--- src/rtl/xrv_ifq.sv ---
// xrv_ifq: instruction fetch queue between the instruction memory port and decode.
// Pipelined request/response fetch with DEPTH credits; each word is tagged with its PC.
// A redirect (jmp) flushes the queue and discards every response still outstanding.
//
// Latency: response to inst_valid is 1 cycle; 0 cycles when XRV_IFQ_BYPASS_EN is defined.
// Backpressure: inst_ready low holds the head entry. Fetch stops issuing once
// count + inflight reaches DEPTH, so a response always has a free slot.
//
// Optional feature macro: XRV_IFQ_BYPASS_EN. When defined, a response that arrives
// while the queue is empty is presented to decode in the same cycle.
//
// Ports:
//   clk, rst                     clock, asynchronous active-high reset
//   jmp, jmp_addr                redirect request and target (bits [1:0] ignored)
//   i_req, i_addr, i_ready       fetch request channel to memory
//   i_rvalid, i_data             in-order response channel from memory
//   inst_valid, inst, inst_pc    head instruction to decode
//   inst_ready                   decode consumes head
//   occupancy                    entries currently stored
module xrv_ifq #(
  parameter int          DEPTH    = 4,
  parameter logic [31:0] RESET_PC = 32'h0000_0000
) (
  input  logic                       clk,
  input  logic                       rst,
  input  logic                       jmp,
  input  logic [31:0]                jmp_addr,
  output logic                       i_req,
  output logic [31:0]                i_addr,
  input  logic                       i_ready,
  input  logic                       i_rvalid,
  input  logic [31:0]                i_data,
  output logic                       inst_valid,
  output logic [31:0]                inst,
  output logic [31:0]                inst_pc,
  input  logic                       inst_ready,
  output logic [$clog2(DEPTH+1)-1:0] occupancy
);

  localparam int          CW     = $clog2(DEPTH + 1);
  localparam int          PW     = (DEPTH > 1) ? $clog2(DEPTH) : 1;
  localparam logic [31:0] RST_PC = RESET_PC & 32'hFFFF_FFFC;

  // ---------------------------------------------------------------------------
  // State
  // ---------------------------------------------------------------------------
  logic [31:0]   fetch_pc_q, fetch_pc_d;
  logic [31:0]   rsp_pc_q, rsp_pc_d;
  logic          run_q, run_d;
  logic [31:0]   mem_inst_q [DEPTH];
  logic [31:0]   mem_inst_d [DEPTH];
  logic [31:0]   mem_pc_q   [DEPTH];
  logic [31:0]   mem_pc_d   [DEPTH];
  logic [PW-1:0] rd_ptr_q, rd_ptr_d;
  logic [PW-1:0] wr_ptr_q, wr_ptr_d;
  logic [CW-1:0] count_q, count_d;
  logic [CW-1:0] inflight_q, inflight_d;
  logic [CW-1:0] discard_q, discard_d;

  // ---------------------------------------------------------------------------
  // Handshake decode
  // ---------------------------------------------------------------------------
  logic [31:0] jmp_tgt;
  logic [CW:0] credit_used;
  logic        accept;
  logic        rsp_dec;
  logic        rsp_drop;
  logic        rsp_keep;
  logic        head_vld;
  logic        byp_vld;
  logic        byp_take;
  logic        push;
  logic        pop;

  always_comb begin
    jmp_tgt     = jmp_addr & 32'hFFFF_FFFC;
    // Every queued entry and every outstanding request (including ones already
    // marked for discard) holds a credit, so a response can never find the queue full.
    credit_used = {1'b0, count_q} + {1'b0, inflight_q};
    i_req       = run_q & ~jmp & (credit_used < (CW+1)'(DEPTH));
    i_addr      = fetch_pc_q;
    accept      = i_req & i_ready;

    // A response with nothing outstanding is a memory protocol error; it is not
    // allowed to wrap the counter.
    rsp_dec     = i_rvalid & (inflight_q != '0);
    rsp_drop    = i_rvalid & (jmp | (discard_q != '0));
    rsp_keep    = i_rvalid & ~rsp_drop;

    head_vld    = (count_q != '0);
  end

`ifdef XRV_IFQ_BYPASS_EN
  // rsp_keep already excludes jmp and pending discards.
  always_comb begin
    byp_vld  = ~head_vld & rsp_keep;
    byp_take = byp_vld & inst_ready;
    inst_valid = head_vld | byp_vld;
    if (byp_vld) begin
      inst    = i_data;
      inst_pc = rsp_pc_q;
    end else begin
      inst    = mem_inst_q[rd_ptr_q];
      inst_pc = mem_pc_q[rd_ptr_q];
    end
  end
`else
  always_comb begin
    byp_vld    = 1'b0;
    byp_take   = 1'b0;
    inst_valid = head_vld;
    inst       = mem_inst_q[rd_ptr_q];
    inst_pc    = mem_pc_q[rd_ptr_q];
  end
`endif

  always_comb begin
    // A word consumed straight off the bypass path never occupies a slot.
    push      = rsp_keep & ~byp_take;
    // The head pop is ignored during a redirect; the flush wins.
    pop       = head_vld & inst_ready & ~jmp;
    occupancy = count_q;
  end

  // ---------------------------------------------------------------------------
  // Next state
  // ---------------------------------------------------------------------------
  always_comb begin
    run_d      = 1'b1;
    fetch_pc_d = fetch_pc_q;
    rsp_pc_d   = rsp_pc_q;
    inflight_d = inflight_q + CW'(accept) - CW'(rsp_dec);
    discard_d  = discard_q;
    count_d    = count_q;
    rd_ptr_d   = rd_ptr_q;
    wr_ptr_d   = wr_ptr_q;

    if (jmp) begin
      fetch_pc_d = jmp_tgt;
      rsp_pc_d   = jmp_tgt;
      // inflight already includes requests marked for discard, so after a
      // redirect the discard count is simply everything still outstanding once
      // this cycle's response (if any) has been retired. This also makes
      // back-to-back redirects accumulate correctly.
      discard_d  = inflight_q - CW'(rsp_dec);
      count_d    = '0;
      rd_ptr_d   = '0;
      wr_ptr_d   = '0;
    end else begin
      if (accept) begin
        fetch_pc_d = fetch_pc_q + 32'd4;
      end
      if (rsp_keep) begin
        rsp_pc_d = rsp_pc_q + 32'd4;
      end
      if (i_rvalid && (discard_q != '0)) begin
        discard_d = discard_q - CW'(1);
      end
      if (push) begin
        wr_ptr_d = wr_ptr_q + PW'(1);
      end
      if (pop) begin
        rd_ptr_d = rd_ptr_q + PW'(1);
      end
      count_d = count_q + CW'(push) - CW'(pop);
    end
  end

  always_comb begin
    mem_inst_d = mem_inst_q;
    mem_pc_d   = mem_pc_q;
    if (push) begin
      mem_inst_d[wr_ptr_q] = i_data;
      mem_pc_d[wr_ptr_q]   = rsp_pc_q;
    end
  end

  // ---------------------------------------------------------------------------
  // Registers
  // ---------------------------------------------------------------------------
  always_ff @(posedge clk or posedge rst) begin
    if (rst) begin
      run_q      <= 1'b0;
      fetch_pc_q <= RST_PC;
      rsp_pc_q   <= RST_PC;
      inflight_q <= '0;
      discard_q  <= '0;
      count_q    <= '0;
      rd_ptr_q   <= '0;
      wr_ptr_q   <= '0;
      for (int i = 0; i < DEPTH; i++) begin
        mem_inst_q[i] <= '0;
        mem_pc_q[i]   <= '0;
      end
    end else begin
      run_q      <= run_d;
      fetch_pc_q <= fetch_pc_d;
      rsp_pc_q   <= rsp_pc_d;
      inflight_q <= inflight_d;
      discard_q  <= discard_d;
      count_q    <= count_d;
      rd_ptr_q   <= rd_ptr_d;
      wr_ptr_q   <= wr_ptr_d;
      mem_inst_q <= mem_inst_d;
      mem_pc_q   <= mem_pc_d;
    end
  end

endmodule

--- config.mk ---
export PLATFORM = sky130hd
export DESIGN_NAME = xrv_ifq
export DESIGN_NICKNAME = d
export VERILOG_FILES = /design/src/rtl/xrv_ifq.sv
export SDC_FILE = /design/constraint.sdc
export NUM_CORES = 1
export LEC_CHECK = 0
export BUFFER_PORTS_ARGS = -buffer_cell sky130_fd_sc_hd__buf_2
export CAP_MARGIN = 20
export CORE_ASPECT_RATIO = 1.25
export CORE_MARGIN = 3
export CORE_UTILIZATION = 53
export DETAILED_ROUTE_END_ITERATION = 8
export HOLD_SLACK_MARGIN = 0.12
export PLACE_DENSITY = 0.78
export REMOVE_ABC_BUFFERS = 1
export SETUP_SLACK_MARGIN = 0.3
export SYNTH_ARGS = -nofsm -noshare
export SYNTH_HDL_FRONTEND = slang
export SYNTH_SLANG_ARGS = --single-unit
--- constraint.sdc ---
create_clock -name clk -period 22.3 [get_ports clk]
set_input_delay 1.115 -clock clk [delete_from_list [all_inputs] [get_ports clk]]
set_output_delay 1.115 -clock clk [all_outputs]
set_load 0.05 [all_outputs]
=== Word-level counts from Yosys, hierarchy flattened ===
Index checks and enable logic that the tools add are counted.
W data, S select, Z words.

* Output and inout port bits: 101
* Logic and storage cells: 74
* Memories kept: 0
* Input bits: 70
* ROM bits: 0
* Latch bits: 0
* Register bits: 334
* Bits in writable memories: 0

* Multipliers: 0
* Div/mod/pow operators: 0
* Add/subtract/negate cells: 11
* Magnitude comparators: 4
* Shift-type cells: 0
* Bitwise operators: 13
* Equality and inequality tests: 0
* Reduce and logical (&&, ||, !) cells: 9
* Multiplexer cells: 21

{| class="wikitable"
|+ Operators by type and width
! kind !! count
|-
| $mux W32 || 9
|-
| $bwmux W128 || 2
|-
| $bmux W32 S2 || 2
|-
| $add A32 B3 Y32 const B || 2
|-
| $demux W32 S2 || 1
|-
| $mux W3 || 3
|-
| $reduce_bool A3 Y1 || 3
|-
| $sub A3 B1 Y3 || 3
|-
| $and A1 B1 Y1 || 8
|-
| $mux W2 || 4
|-
| $reduce_bool A2 Y1 || 4
|-
| $add A3 B1 Y3 || 2
|-
| $ge A3 B3 Y1 const B || 2
|-
| $not A2 Y3 || 2
|-
| $add A2 B1 Y2 const B || 2
|-
| $add A3 B3 Y4 || 1
|-
| $lt A4 B3 Y1 const B || 1
|-
| $lt A3 B1 Y1 const B || 1
|-
| $sub A3 B1 Y3 const B || 1
|-
| $logic_and A1 B1 Y1 || 2
|-
| $not A1 Y1 || 2
|-
| $or A1 B1 Y1 || 1
|}

=== Logic depth before layout (Yosys ltp) ===
Gate-level depths: netlist of the first run.

* Word-level depth: 8
* Gate-level depth with buffers: 13
* Gate-level depth less buffers: 12

=== Worst setup path after synthesis of the first run ===
OpenSTA, ideal clock, no wires.

* Kind: input port to flip-flop
* From: in jmp
* To: reg inflight_q[2]
* Library setup time: 126 ps
* Arrival: 3,191 ps
* Setup slack: 18,983 ps
* Path buffers: 3
* Data required time: 22,174 ps
* Cell stages on the path: 13
* Path through: buf_2 -> nor3b_1 -> and4_1 -> inv_1 -> buf_2 -> buf_1 -> ha_1 -> inv_1 -> ha_1 -> inv_1 -> fa_1 -> xnor2_1 -> xnor2_1

* Longest elaborated chain between the ends: 6

{| class="wikitable"
|+ RTL lines
! item !! RTL line !! RTL
|-
| start: declaration || 26 || <nowiki>input logic jmp,</nowiki>
|-
| $not A1 Y1 || 80 || <nowiki>i_req = run_q & ~jmp & (credit_used < (CW+1)'(DEPTH));</nowiki>
|-
| $and A1 B1 Y1 (2 in a row) || 80 ||
|-
| $and A1 B1 Y1 || 82 || <nowiki>accept = i_req & i_ready;</nowiki>
|-
| $add A3 B1 Y3 || 132 || <nowiki>inflight_d = inflight_q + CW'(accept) - CW'(rsp_dec);</nowiki>
|-
| $sub A3 B1 Y3 || 132 ||
|-
| net inflight_d[2] || 57 || <nowiki>logic [CW-1:0] inflight_q, inflight_d;</nowiki>
|-
| end signal: assignment || 199 || <nowiki>inflight_q <= inflight_d;</nowiki>
|-
| end: declaration || 57 ||
|}

The timed path passes the listed nets, and every way through them passes these cells.
A chain may end at the register's enable or synchronous reset.

=== Worst setup path after layout of the first run ===
Same ends and word-level chain as after synthesis.

==> metrics.txt, run 1 <==
Max clock buf depth=3; Startpoint Class=input port; Finished Cell Area=17100 sq um; syn_area_per_cell=14.1 sq um; filler instances=2064; gr busiest metal=met2; worst endpoint required time=22.69 ns; Die H=193 um; CTS clk-pin slew, worst paths=0.06 ns; unique cell type count in the Yosys netlist=53; Post-DP HPWL=19900 um; flops & latches, synth=322; final setup fails=0; Hold/Removal Path Class=flip-flop to flip-flop; Layout Nets=1287; CP max FO=52; top cells by area, synth=dfrtp_1 54%, mux2_2 20%, mux4_2 9.4%, xor2_1 1.5%, ha_1 1.3%; clock root cell=clkbuf_16; DP Worst Slack=17.72 ns; Crit Path Class=input port to flip-flop; Mapped Cells=1056; CP endpoint kind=flip-flop; Num Clock Sinks=322; post-route minimum period=4.07 ns; R2R setup slack=18.52 ns; postcts setup bufs=0; met1 Resource Use GR=0.285; gp weighted congestion=0.857; M2 GR Usage=0.380; Routed WL per cell=20.6 um; Clock Power Share=0.271; Hold Crit Start=mem_pc_q[93]; Syn Std Cell Area=14900 sq um; vias=9272; Cell Rows=67; Pleak=8.15 nW; internal power=0.00137 W; hold_buf cts=0; outcome=finished, final reports clean; Worst-Skew Late Latency=0.51 ns; area grow syn2layout=15.4%; largest area contributor in the netlist=dfrtp_1; maximum vdd drop=87.7 uV; largest net degree at the start of global routing=97; die area=30100 sq um; Layout Skew=0.0174 ns; Psw=0.000828 W; final hold viol count=0; Remaining DRCs=0; placed cell area=15900 sq um; Initial DRC Count=420; initial antenna violation count=0; setup TNS=0 ns; setup ws final=18.23 ns; Reg-to-Reg Start=inflight_q[2]; Reg2Reg Depth=11; Min-Delay Endpoint=mem_pc_q[93]; CTS Buf Count=35; PortBufs=164; # H-tree levels=2; first-pass GRT wire length=52000 um; arrival time worst endpoint=4.46 ns; Tcrit/Tclk final=0.183; vias in the first global route=9675; Routed WL=32300 um; antenna-violating nets left=0; final max-slew violation count=0; share of cells above drive strength 1=0.462; combinational share of power=0.365; number of antenna diodes=0; Max Fclk=246 MHz; Hold Slack=0.484 ns; Chip Width=156 um; Total Power=0.00220 W; worst-margin pin slew=1.07 ns; capturing point of the worst reg2reg path=inflight_q[2]; pwr dens=128 nW/um^2; Net Sw Frac=0.377; post_cts resized=0; Synth top area share=0.542; Sequential Power Share=0.364; Worst Hold Depth=2; Max-slew headroom=0.289; GR Overflow Total=0; met3 usage=0.0373; TritonRoute pass-1 iters=4; All-Layer GR Usage=0.218; Ports=171; initial core utilization=0.545; CTS tree=yes; yosys warns=0; Core Footprint=27200 sq um; sequential area share after synthesis=0.542; max cap viols=0; RSZ-0062 raised after global routing=false; Via density=5.91
[cell families (layout without fill, tap and decap cells)]
kind of cell    after synthesis  after routing  synth area share
compound gates               73             73            0.0305
xor+xnor                     47             47            0.0277
fa+ha+maj                    18             18            0.0162
buf+inv                      90            255            0.0249
flops                       322            322             0.542
mux                         324            324             0.292
other cells                   2              5          0.000506
simple gates                180            180            0.0653
[worst max-delay path by stage]
stage                      startpoint  slack (ns)       endpoint
after floorplan                   rst       12.27   discard_q[0]
after global placement            jmp       17.80  inflight_q[2]
after detailed placement          jmp       17.72  inflight_q[2]
after CTS                 rd_ptr_q[0]       18.13    inst_pc[31]
after global routing              jmp       17.97  inflight_q[2]
final                             jmp       18.23  inflight_q[2]
[area by class of cell]
cell class	count	area, sq um	area share
flip-flops and latches	322	8060	0.470
multi-input cells	647	6470	0.377
clock buffers	51	1040	0.0606
repair buffers	172	901	0.0525
well taps	345	432	0.0252
clock inverters	11	158	0.00920
inverters	21	86.3	0.00504
[stage by stage]
step / util / instances
6_report: 0.629 / 1569
5_1_grt: 0.629 / 1569
4_1_cts: 0.628 / 1568
3_5_place_dp: 0.584 / 1506
3_3_place_gp: 0.584 / 1506
2_1_floorplan: - / 990
[placed cells by master (no fill, tap or decap), types with 3 or more instances in the layout]
cell type / instances
nand3_1: 36
clkbuf_8: 6
nor3_1: 3
o211ai_1: 9
nor2_1: 27
or3_1: 4
mux2_2: 259
a21boi_0: 6
and4_1: 3
bufinv_16: 4
o21ai_0: 31
conb_1: 5
ha_1: 16
clkbuf_16: 37
nand2_4: 4
clkinv_2: 6
nand2b_1: 4
a31oi_1: 5
o311ai_0: 3
clkbuf_1: 8
buf_4: 7
nand4_1: 24
nand2_1: 43
xnor2_1: 21
inv_1: 19
a21oi_1: 9
mux4_2: 62
and3_1: 9
buf_2: 164
dfrtp_1: 320
or4_1: 6
xor2_1: 26
mux2i_1: 3
[registers in the layout (all words and copies together) (netlist names)]
register / count
rd_ptr_q: 2
discard_q: 3
wr_ptr_q: 2
occupancy: 3
i_addr: 30
rsp_pc_q: 30
mem_inst_q: 128
inflight_q: 3
run_q: 1
mem_pc_q: 120
[Yosys cell counts (all sizes together)]
master,instances
a21boi,6
nor2b,1
a31oi,5
nor3b,1
mux2,259
nand4b,1
xnor2,21
clkbuf,47
conb,2
and4,3
a21oi,9
nand4,25
or3,4
fa,2
ha,16
mux4,62
o21a,2
o311ai,3
o21ai,32
nor3,4
and3,10
nor2,27
dfrtp,322
a41oi,2
o31a,3
nand2b,4
nand3b,2
mux2i,3
nand3,37
xor2,26
a31o,1
nor4bb,1
buf,22
inv,21
nor4,4
or4,6
and2,2
nand2,48
o41ai,1
o211ai,9
[per-layer routing]
layer | share of wire | wire length (um) | vias to the layer above
met5 | 0 | 0 | -
met2 | 0.51 | 16500 | 246
met4 | 0.023 | 731 | 0
met3 | 0.050 | 1620 | 52
met1 | 0.42 | 13500 | 4827
li1 | - | - | 4147
[critical path: stages]
cell and delay [ns]:
buf_2 0.09, buf_4 0.29, nor3b_1 0.28, and4_1 0.77, inv_1 0.56, ha_1 0.43, inv_1 0.06, ha_1 0.13
inv_1 0.05, fa_1 0.38, xnor2_1 0.15, xnor2_1 0.13
[power groups by stage]
stage,sequential [W],combinational [W],clock [W]
after floorplan,0.000827,0.000609,0
after global placement,0.000801,0.000798,0
after detailed placement,0.000809,0.000812,0
after CTS,0.000800,0.000813,0.000611
after global routing,0.000818,0.000850,0.000635
final,0.000800,0.000803,0.000595
(Power assumes the default switching activity.)
==> inputs of run 2 (changes only) <==
Settings changed: PLACE_DENSITY 0.78 to 0.81.
Clock period 22.3 ns to 3.5 ns, I/O delays scaled along.
==> run 2 against run 1 <==
  * Flip-flop and latch count unchanged
  * Sequential share of layout area fell by 2.2 points
  * Routed wire length up 6.2%
  * Utilization grew 3.0 points
  * Clock power increased to 6.3 times the previous value
  * Cell count grew 4.9%
  * Critical path depth unchanged
  * Critical path type is now flip-flop to flip-flop
  * Largest cell class unchanged
==> metrics.txt, run 2 (same netlist as run 1, synthesis figures left out) <==
outcome=finished, final reports clean (unchanged); Pleak=8.50 nW (was 8.15 nW); DP Worst Slack=0.719 ns (was 17.72 ns); Top reg by flops=mem_inst_q (unchanged); arrival time worst endpoint=3.25 ns (was 4.46 ns); gp weighted congestion=0.856 (was 0.857); filler instances=1912 (was 2064); initial antenna violation count=0 (unchanged); CTS clk-pin slew, worst paths=0.06 ns (about the same); number of antenna diodes=0 (unchanged); max cap viols=0 (unchanged); CP endpoint kind=flip-flop (unchanged); final hold viol count=0 (unchanged); Initial DRC Count=569 (was 420); area grow syn2layout=21.0% (was 15.4%); vias=9692 (was 9272); die area=30100 sq um (unchanged); All-Layer GR Usage=0.232 (was 0.218); final max-slew violation count=0 (unchanged); PortBufs=164 (unchanged); Worst-Skew Late Latency=0.51 ns (about the same); commonest non-fill, non-tap cell in the layout=dfrtp_1 (unchanged); Reg2Reg Depth=12 (was 11); Ports=171 (unchanged); # H-tree levels=2 (unchanged); worst endpoint required time=3.93 ns (was 22.69 ns); RSZ-0062 raised after global routing=false (unchanged); top flop regs=mem_inst_q: 128 flops, mem_pc_q: 120 flops (unchanged); clock root cell=clkbuf_16 (unchanged); Hold/Removal Path Class=input port to flip-flop (was flip-flop to flip-flop); post-route minimum period=2.82 ns; Core Footprint=27200 sq um (unchanged); Seq. cell area=8060 sq um (unchanged); initial core utilization=0.545 (unchanged); Layout Nets=1365 (was 1287); Max Fclk=355 MHz; Post-DP HPWL=21600 um (was 19900 um); Hold Slack=0.291 ns (was 0.484 ns); max FFs per register=128 (unchanged); Max clock buf depth=3 (unchanged); first-pass GRT wire length=55500 um (was 52000 um); Post-Layout Cell Count=1646 (was 1569); Crit Path Class=flip-flop to flip-flop (was input port to flip-flop); CTS Buf Count=34 (was 35); setup ws final=0.683 ns (was 18.23 ns); Finished Core Util=0.659 (was 0.629); vias in the first global route=10316 (was 9675); Worst Hold Depth=3 (was 2); CTS tree=yes (unchanged); postcts setup bufs=0 (unchanged); TritonRoute pass-1 iters=5 (was 4); Tcrit/Tclk final=0.805; Max-slew headroom=0.430 (was 0.289); CP max FO=20 (was 52); Routed WL per cell=20.9 um (was 20.6 um); pwr dens=787 nW/um^2 (was 128 nW/um^2); Remaining DRCs=0 (unchanged); worst-margin pin slew=0.852 ns (was 1.07 ns); Num Clock Sinks=322 (unchanged); Via density=5.89 (was 5.91); Startpoint Class=flip-flop (was input port); GR Overflow Total=0 (unchanged); post_cts resized=0 (unchanged); Cell Rows=67 (unchanged); Die H=193 um (unchanged); area of the multi-input gates=6470 sq um (unchanged); final setup fails=0 (unchanged); largest net degree at the start of global routing=119 (was 97); maximum vdd drop=559 uV (was 87.7 uV); share of cells above drive strength 1=0.447 (was 0.462); Routed WL=34400 um (was 32300 um); antenna-violating nets left=0 (unchanged); most frequent cells in the layout=320 x dfrtp_1, 259 x mux2_2, 164 x buf_2, 65 x dlygate4sd3_1, 62 x mux4_2 (was 320 x dfrtp_1, 259 x mux2_2, 164 x buf_2, 62 x mux4_2, 43 x nand2_1); placed cell count=1521 (was 1506); Layout Skew=0.0130 ns (was 0.0174 ns); Chip Width=156 um (unchanged)
run 2: stage by stage:
step	area, sq um	power, W	TNS, ns
after floorplan	14600	0.00915	-1800.26
after global placement	16100	0.0102	0
after detailed placement	16100	0.0104	0
after CTS	18000	0.0143	0
after global routing	18000	0.0148	0
final	18000	0.0141	0
run 2: critical path, stage by stage, from the launching register on:
cell and delay, ns:
dfrtp_1 0.43, ha_1 0.33, nor3b_1 0.24, and4_1 0.25, inv_1 0.04, buf_4 0.20
ha_1 0.30, inv_1 0.07, ha_1 0.14, inv_1 0.05, fa_1 0.37, xnor2_1 0.18
xnor2_1 0.14
run 2: timing repair:
action | 4_1_cts | 5_1_grt
hold endpoints to repair | 306 | 0
hold buffers | 65 | 0
endpoints found under the setup margin | 0 | 0
run 2: final timing paths:
check | from | endpoint | slack (ns)
min | jmp | rd_ptr_q[1] | 0.29
max reg2reg | occupancy[2] | inflight_q[2] | 0.68
max | occupancy[2] | inflight_q[2] | 0.68
min reg2reg | mem_pc_q[125] | mem_pc_q[125] | 0.49
max in group asynchronous | rst | mem_inst_q[59] | 2.17
min in group asynchronous | rst | mem_inst_q[88] | 0.38
run 2: power by group:
group	switching, W	internal [W]
logic	0.00335	0.00196
registers	0.000578	0.00451
clock network	0.00146	0.00228
run 2: layout make-up:
cell class                 count  share of cell area
clock buffer                  45              0.0547
clock inverter                15              0.0104
inverter                      21             0.00481
multi-input combinational    647               0.360
sequential                   322               0.449
tap                          345              0.0240
timing repair buffer         251              0.0974
run 2: layer usage:
metal,up-vias,track usage,part of all wire
li1,4308,-,-
met1,5028,0.294,0.40
met2,300,0.409,0.51
met3,56,0.0449,0.060
met4,0,0.0690,0.024
met5,-,0,0
